File: config.mk
export PLATFORM = sky130hd
export DESIGN_NAME = dmux8way_sched
export DESIGN_NICKNAME = d
export VERILOG_FILES = /design/src/rtl/dmux8way_sched.sv
export SDC_FILE = /design/constraint.sdc
export NUM_CORES = 1
export LEC_CHECK = 0
export CORE_MARGIN = 2
export CORE_UTILIZATION = 45
export DETAILED_ROUTE_END_ITERATION = 12
export PLACE_DENSITY = 0.82
export RECOVER_POWER = 50
export REMOVE_ABC_BUFFERS = 1
export SLEW_MARGIN = 20
export SYNTH_ARGS = -nofsm -noshare
export SYNTH_HDL_FRONTEND = slang
export SYNTH_SLANG_ARGS = --single-unit
File: constraint.sdc
create_clock -name clk -period 4.5 [get_ports clk]
set_clock_uncertainty 0.05 [all_clocks]
set_input_delay 0.9 -clock clk [delete_from_list [all_inputs] [get_ports clk]]
set_output_delay 0.9 -clock clk [all_outputs]
set_load 0.05 [all_outputs]
File: src/rtl/dmux8way_sched.sv
// dmux8way_sched: round-robin scheduler in front of an 8-way demultiplexer.
// Registers one W-bit word at a time and steers it to the next enabled lane.
// Holds the word until that lane takes it or the wait timeout expires.
// Optional per-lane delivery counters are built when DMUX8WAY_SCHED_STATS_EN
// is defined. Otherwise stat_cnt is tied to zero.
module dmux8way_sched #(
    parameter int W       = 4,
    parameter int TIMEOUT = 15
) (
    input  logic         clk,
    input  logic         rst_n,
    input  logic [W-1:0] in_data,
    input  logic         in_valid,
    output logic         in_ready,
    input  logic [7:0]   lane_mask,
    input  logic [7:0]   out_ready,
    output logic [W-1:0] out_data,
    output logic [2:0]   sel,
    output logic [7:0]   out_valid,
    output logic         drop,
    output logic         idle,
    input  logic [2:0]   stat_sel,
    output logic [7:0]   stat_cnt
);

    // The wait counter only ever needs to count up to TIMEOUT-1.
    localparam int CW = (TIMEOUT > 0) ? $clog2(TIMEOUT + 1) : 1;
    localparam logic [CW-1:0] LAST = (TIMEOUT > 0) ? CW'(TIMEOUT - 1) : '0;
    localparam logic [CW-1:0] WMAX = '1;

    typedef enum logic {IDLE, HOLD} state_t;

    state_t         r_state;
    state_t         w_nextState;
    logic [2:0]     r_ptr;
    logic [2:0]     r_sel;
    logic [W-1:0]   r_data;
    logic [CW-1:0]  r_wait;
    logic           r_drop;

    logic           w_hold;
    logic           w_pickValid;
    logic [2:0]     w_pick;
    logic           w_deliver;
    logic           w_inReady;
    logic           w_accept;
    logic           w_timeoutHit;

    assign w_hold       = (r_state == HOLD);
    assign w_deliver    = w_hold && out_ready[r_sel];
    assign w_inReady    = w_pickValid && (!w_hold || out_ready[r_sel]);
    assign w_accept     = in_valid && w_inReady;
    assign w_timeoutHit = (TIMEOUT > 0) && w_hold && !w_deliver && (r_wait == LAST);

    // Round-robin search starting at ptr; the loop runs from the farthest offset
    // down so the nearest enabled lane is the one left standing.
    always_comb begin
        logic [2:0] idx;
        w_pickValid = 1'b0;
        w_pick      = '0;
        for (int k = 7; k >= 0; k--) begin
            idx = r_ptr + 3'(k);
            if (lane_mask[idx]) begin
                w_pickValid = 1'b1;
                w_pick      = idx;
            end
        end
    end

    // State register.
    always_ff @(posedge clk or negedge rst_n) begin
        if (!rst_n) begin
            r_state <= IDLE;
        end else begin
            r_state <= w_nextState;
        end
    end

    // Next state: a new accept always wins, then delivery, then timeout.
    always_comb begin
        w_nextState = r_state;
        case (r_state)
            IDLE: begin
                if (w_accept) begin
                    w_nextState = HOLD;
                end
            end
            HOLD: begin
                if (w_accept) begin
                    w_nextState = HOLD;
                end else if (w_deliver || w_timeoutHit) begin
                    w_nextState = IDLE;
                end
            end
            default: w_nextState = IDLE;
        endcase
    end

    // Held word, lane select, search pointer, wait counter and drop pulse.
    always_ff @(posedge clk or negedge rst_n) begin
        if (!rst_n) begin
            r_data <= '0;
            r_sel  <= '0;
            r_ptr  <= '0;
            r_wait <= '0;
            r_drop <= 1'b0;
        end else begin
            r_drop <= w_timeoutHit;
            if (w_accept) begin
                r_data <= in_data;
                r_sel  <= w_pick;
                r_ptr  <= w_pick + 3'd1;
                r_wait <= '0;
            end else if ((TIMEOUT > 0) && w_hold && !w_deliver && !w_timeoutHit &&
                         (r_wait != WMAX)) begin
                r_wait <= r_wait + 1'b1;
            end
        end
    end

    assign in_ready  = w_inReady;
    assign out_data  = r_data;
    assign sel       = r_sel;
    assign out_valid = w_hold ? (8'b0000_0001 << r_sel) : 8'h00;
    assign drop      = r_drop;
    assign idle      = !w_hold;

`ifdef DMUX8WAY_SCHED_STATS_EN
    logic [7:0] r_stat [8];

    // Per-lane delivery counters; drops are not counted, counters wrap at 255.
    always_ff @(posedge clk or negedge rst_n) begin
        if (!rst_n) begin
            for (int i = 0; i < 8; i++) begin
                r_stat[i] <= '0;
            end
        end else if (w_deliver) begin
            r_stat[r_sel] <= r_stat[r_sel] + 8'd1;
        end
    end

    assign stat_cnt = r_stat[stat_sel];
`else
    logic w_unusedStatSel;
    assign w_unusedStatSel = ^stat_sel;
    assign stat_cnt        = 8'h00;
`endif

endmodule

After elaboration in Yosys (flattened, before gate mapping)
Cells that the tools add are included.
{"block": "word_totals", "ff_bits": 16, "input_bits": 26, "out_inout_bits": 26, "elab_cells": 82}
{"block": "classes", "add_sub_neg": 9, "magnitude_cmp": 9, "n_eq_ne": 2, "n_shift": 1, "n_mux": 41, "bitwise": 1, "reduce_logical": 13}
{"op": "less-than comparator 3 x 4 -> 1 bit, second input constant", "count": 9}
{"op": "binary-select mux 1 bit (select 3 bit)", "count": 9}
{"op": "two-way mux 3 bit", "count": 8}
{"op": "two-way mux 1 bit", "count": 20}
{"op": "adder 3 bit, second input constant", "count": 4}
{"op": "two-way mux 4 bit", "count": 2}
{"op": "two-way mux 8 bit", "count": 1}
{"op": "<< shifter 1 x 3 -> 8 bit, first input constant", "count": 1}
{"op": "logical AND 1 bit", "count": 7}
{"op": "adder 3 x 1 -> 3 bit, second input constant", "count": 2}
{"op": "adder 3 x 2 -> 3 bit, second input constant", "count": 2}
{"op": "adder 4 x 1 -> 4 bit, second input constant", "count": 1}
{"op": "equality test 4 bit, second input constant", "count": 1}
{"op": "inequality test 4 bit, second input constant", "count": 1}
{"op": "logical NOT 1 bit", "count": 3}
{"op": "logical OR 1 bit", "count": 2}
{"op": "case mux 1 bit (2 select lines)", "count": 1}
{"op": "nonzero test 2 bit", "count": 1}
{"op": "inverter 1 bit", "count": 1}

Logic depth before layout (Yosys ltp)
{"block": "logic_depth", "depth_word": 15, "mapped_depth": 15, "mapped_depth_nobuf": 12}

Least setup slack after synthesis
OpenSTA, ideal clock, no wires.
{"block": "synth_path", "path_type": "flip-flop to flip-flop", "startpoint": "register r_ptr[1]", "endpoint": "register r_ptr[2]", "setup_time_ns": 0.072, "arrival_ns": 3.456, "required_time_ns": 4.378, "setup_slack_ns": 0.922, "stages_incl_launch_ff": 15, "n_path_buf": 3, "synth_period_minus_slack_ns": 3.578, "path_cell_list": "dfrtp_1 > buf_6 > clkbuf_1 > inv_1 > ha_1 > buf_2 > mux4_2 > nor2b_1 > a21oi_1 > nor2_1 > a221oi_1 > o41ai_2 > ha_1 > or4_1 > nand4b_1"}
{"block": "synth_between", "word_cells_on_any_way": 42, "classes_between": "8 x add/sub; 32 x mux; 2 x reduce/logical"}
{"item": "from (decl)", "line": "35", "rtl": "logic [2:0] r_ptr;"}
{"item": "from (signal assigned)", "line": "112", "rtl": "r_ptr <= w_pick + 3'd1;"}
{"item": "adder 3 bit", "line": "62", "rtl": "idx = r_ptr + 3'(k);"}
{"item": "binary-select mux 1 bit (select 3 bit)", "line": "63", "rtl": "if (lane_mask[idx]) begin"}
{"item": "two-way mux 1 bit (not written as such)", "line": "63"}
{"item": "two-way mux 3 bit (7 in a row)", "line": "63"}
{"item": "two-way mux 3 bit (*)", "line": "63"}
{"item": "net w_pick[1]", "line": "43", "rtl": "logic [2:0] w_pick;"}
{"item": "adder 3 x 1 -> 3 bit (*)", "line": "112"}
Mark *: on every way through the listed nets, which the timed path passes. The rest lies on a longest branch. The select of a mux whose other input is x is not followed.
A chain may end at the register's enable or synchronous reset.

Worst setup path in the final report
{"block": "layout_path", "startpoint": "input lane_mask[7]", "endpoint": "output in_ready"}
{"block": "layout_between", "elab_chain_cells": 11, "word_cells_on_any_way": 25, "classes_between": "24 x mux; 1 x reduce/logical"}
{"item": "from (decl)", "line": "15", "rtl": "input logic [7:0] lane_mask,"}
{"item": "binary-select mux 1 bit (select 3 bit)", "line": "63"}
{"item": "two-way mux 1 bit (not written as such)", "line": "63"}
{"item": "two-way mux 1 bit (7 in a row)", "line": "63"}
{"item": "two-way mux 1 bit (*)", "line": "63"}
{"item": "logical AND 1 bit (*)", "line": "51", "rtl": "assign w_inReady = w_pickValid && (!w_hold || out_ready[r_sel]);"}
{"item": "to (decl)", "line": "14", "rtl": "output logic in_ready,"}
Every way passes the cells marked *; elsewhere a longest branch is shown, timed or not. The select of a mux whose other input is x is not followed.

==> out/metrics.yaml <==
setup_path:
  crit_type: "primary input to output pin"
  timing.rr.start: "r_ptr[0]"
  reg2reg_setup_slack_ns: 0.74
  start_kind: "primary input"
  path_delay_family: "buffers and inverters"
  worstPathRequired_ns: 3.55
  slowest_stage: "mux4_2"
  r2r_end: "r_ptr[2]"
  worstSetupEndpointType: "output pin"
  worst-r2r-cell-count: 11
  critPathBufInv: 2
  critPathMaxStageDelay_ns: 0.62
  worstPathArrival_ns: 3.04
  crit_chain: "clkdlybuf4s50_1 > mux4_2 > a21oi_1 > nand4_1 > a211oi_2 > nor2_1 > buf_4"
  worstPathMaxFanout: 8
final_layout:
  fin_area_um2: 2260
  final_util_pct: 57.2
  nets: 257
  synthToLayoutAreaGrowth_pct: 23.7
  drive_gt1_share_pct: 16.0
  diodes: 0
  final_common_cell: "clkdlybuf4s50_1"
  mostFrequentLayoutCells: "29 x clkdlybuf4s50_1, 22 x nor2_1, 17 x nand2_1"
timing:
  finalSetupViolations: 0
  finalCritPeriodShare_pct: 88.6
  fin_tns_setup_ns: 0
  finalHoldViolations: 0
  rsz0062_at_grt: "false"
  maxSlewHeadroom_pct: 50.7
  drv_slew: 0
  setup_slack_ns: 0.513
  max_freq_mhz: 251
  period_needed_ns: 3.99
  tightest_slew_ns: 0.737
job:
  cap_violations: 0
yosys:
  synth.area.top_cells: "dfrtp_1 22%, mux4_2 20%, nor2_1 4.5%"
  postSynthAreaPerCell_um2: 9.55
  yosysUniqueCellTypes: 49
  syn_area_um2: 1820
  synth-edff-count: 0
  ys_seq_area_share_pct: 21.9
  yosysTopAreaCell: "dfrtp_1"
  synth_cells: 191
  synth_top_area_share_pct: 21.9
  synth_ff_type: "dfrtp_1"
  synth-seq-cells: 16
  synth-warning-count: 0
  async_flop_share_pct: 100
status:
  outcome: "completed"
hold_path:
  holdPathEnd: "out_data[3]"
  hold_path.class: "flip-flop to flip-flop"
  min_path_cells: 1
  hp-start: "out_data[3]"
clock_tree:
  cts.repair.resized: 0
  hold_buffers: 0
  root_buffer: "clkbuf_8"
  cts_buffers: 3
  cts_sinks: 16
  postCtsSetupBuffers: 0
  cts_tree: "built"
  cts-htree-levels: 1
  cts.path.max_buffers: 2
  clk_pin_slew_worst_paths_ns: 0.06
  clk_latency_ns: 0.25
die:
  fp-row-count: 23
  chipWidth_um: 67.7
  coreArea_um2: 3940
  die_h_um: 67.7
  start_util_pct: 46.3
  io_pins: 52
  die_area_um2: 4580
placement:
  dpl.hpwl_mm: 3.21
  dpl_cell_area_um2: 2200
  port_buffers: 40
  place_congestion: 0.853
  pre_cts_slack_ns: 0.462
grt:
  grt_usage_pct: 18.6
  grt_overflow: 0
  grt_pass1_wl_mm: 6.62
  antenna_found_initial: 0
  grt_max_degree: 18
  first_global_vias: 1419
detailed_routing:
  ant_nets: 0
  wl_mm: 4.17
  remaining_drc_errors: 0
  vias_per_cell: 5.77
  dr.pass1.iters: 4
  dr_total_vias: 1588
  drt-wirelength-per-cell_um: 15.2
  drt-initial-drc-count: 48
[final cells by class]
class                           count  area [µm²]
Clock buffer                        4        55.1
Sequential cell                    16         400
Fill cell                         351        1690
Multi-Input combinational cell    153        1280
Timing Repair Buffer               43         420
Inverter                            9        33.8
Tap cell                           50        62.6
[routing by layer]
metal / track usage (%) / share of wire (%)
met5: 0 / 0
met1: 27.8 / 46
met4: 3.83 / 0.55
met2: 28.4 / 48
met3: 2.83 / 5.7
[cells in the mapped netlist (all sizes together) (2+ instances only)]
cell,number
nand2b,3
nand4b,2
mux4,16
ha,5
mux2i,6
nor3,4
dfrtp,16
a21o,2
a31oi,3
a22o,2
inv,8
o21ai,3
mux2,11
xor2,4
a221oi,2
a22oi,2
nand4,4
nor2,22
nand2,17
nand3b,2
nand3,3
a21oi,13
a211oi,2
clkbuf,4
xnor2,3
or4,2
buf,16
[sequential cells by signal, summed over array words and instances, names as in the netlist]
signal / count
sel: 3
drop: 1
r_wait: 4
r_ptr: 3
r_state: 1
out_data: 4
[stage by stage]
stage / hold WS, ns / cells
final: 0.435 / 275
after global routing: 0.462 / 275
after CTS: 0.446 / 275
after detailed placement: 0.431 / 271
after global placement: 0.417 / 271
after floorplan: 0.478 / 178
[worst max-delay path by stage]
stage	from	to	slack, ns	depth (start not counted)
after floorplan	r_ptr[0]	in_ready	0.88	7
after global placement	lane_mask[7]	r_ptr[2]	0.56	10
after detailed placement	lane_mask[5]	r_ptr[2]	0.46	11
after CTS	lane_mask[7]	in_ready	0.53	7
after global routing	lane_mask[7]	in_ready	0.37	7
final	lane_mask[7]	in_ready	0.51	7
[cells by family after synthesis]
logic type | Yosys count | synth area share (%)
AOI/OAI and AO/OA | 37 | 14.7
xor gates and xnor gates | 7 | 3.36
adders and majority gates | 5 | 3.43
buffers and inverters | 29 | 9.12
DFF | 16 | 21.9
muxes | 33 | 30.5
other | 1 | 0.206
and+or+nand+nor | 63 | 16.7
Power is left out: the tool's default activity adds up to more than one toggle a clock period on the data nets, which glitch-free logic cannot reach.
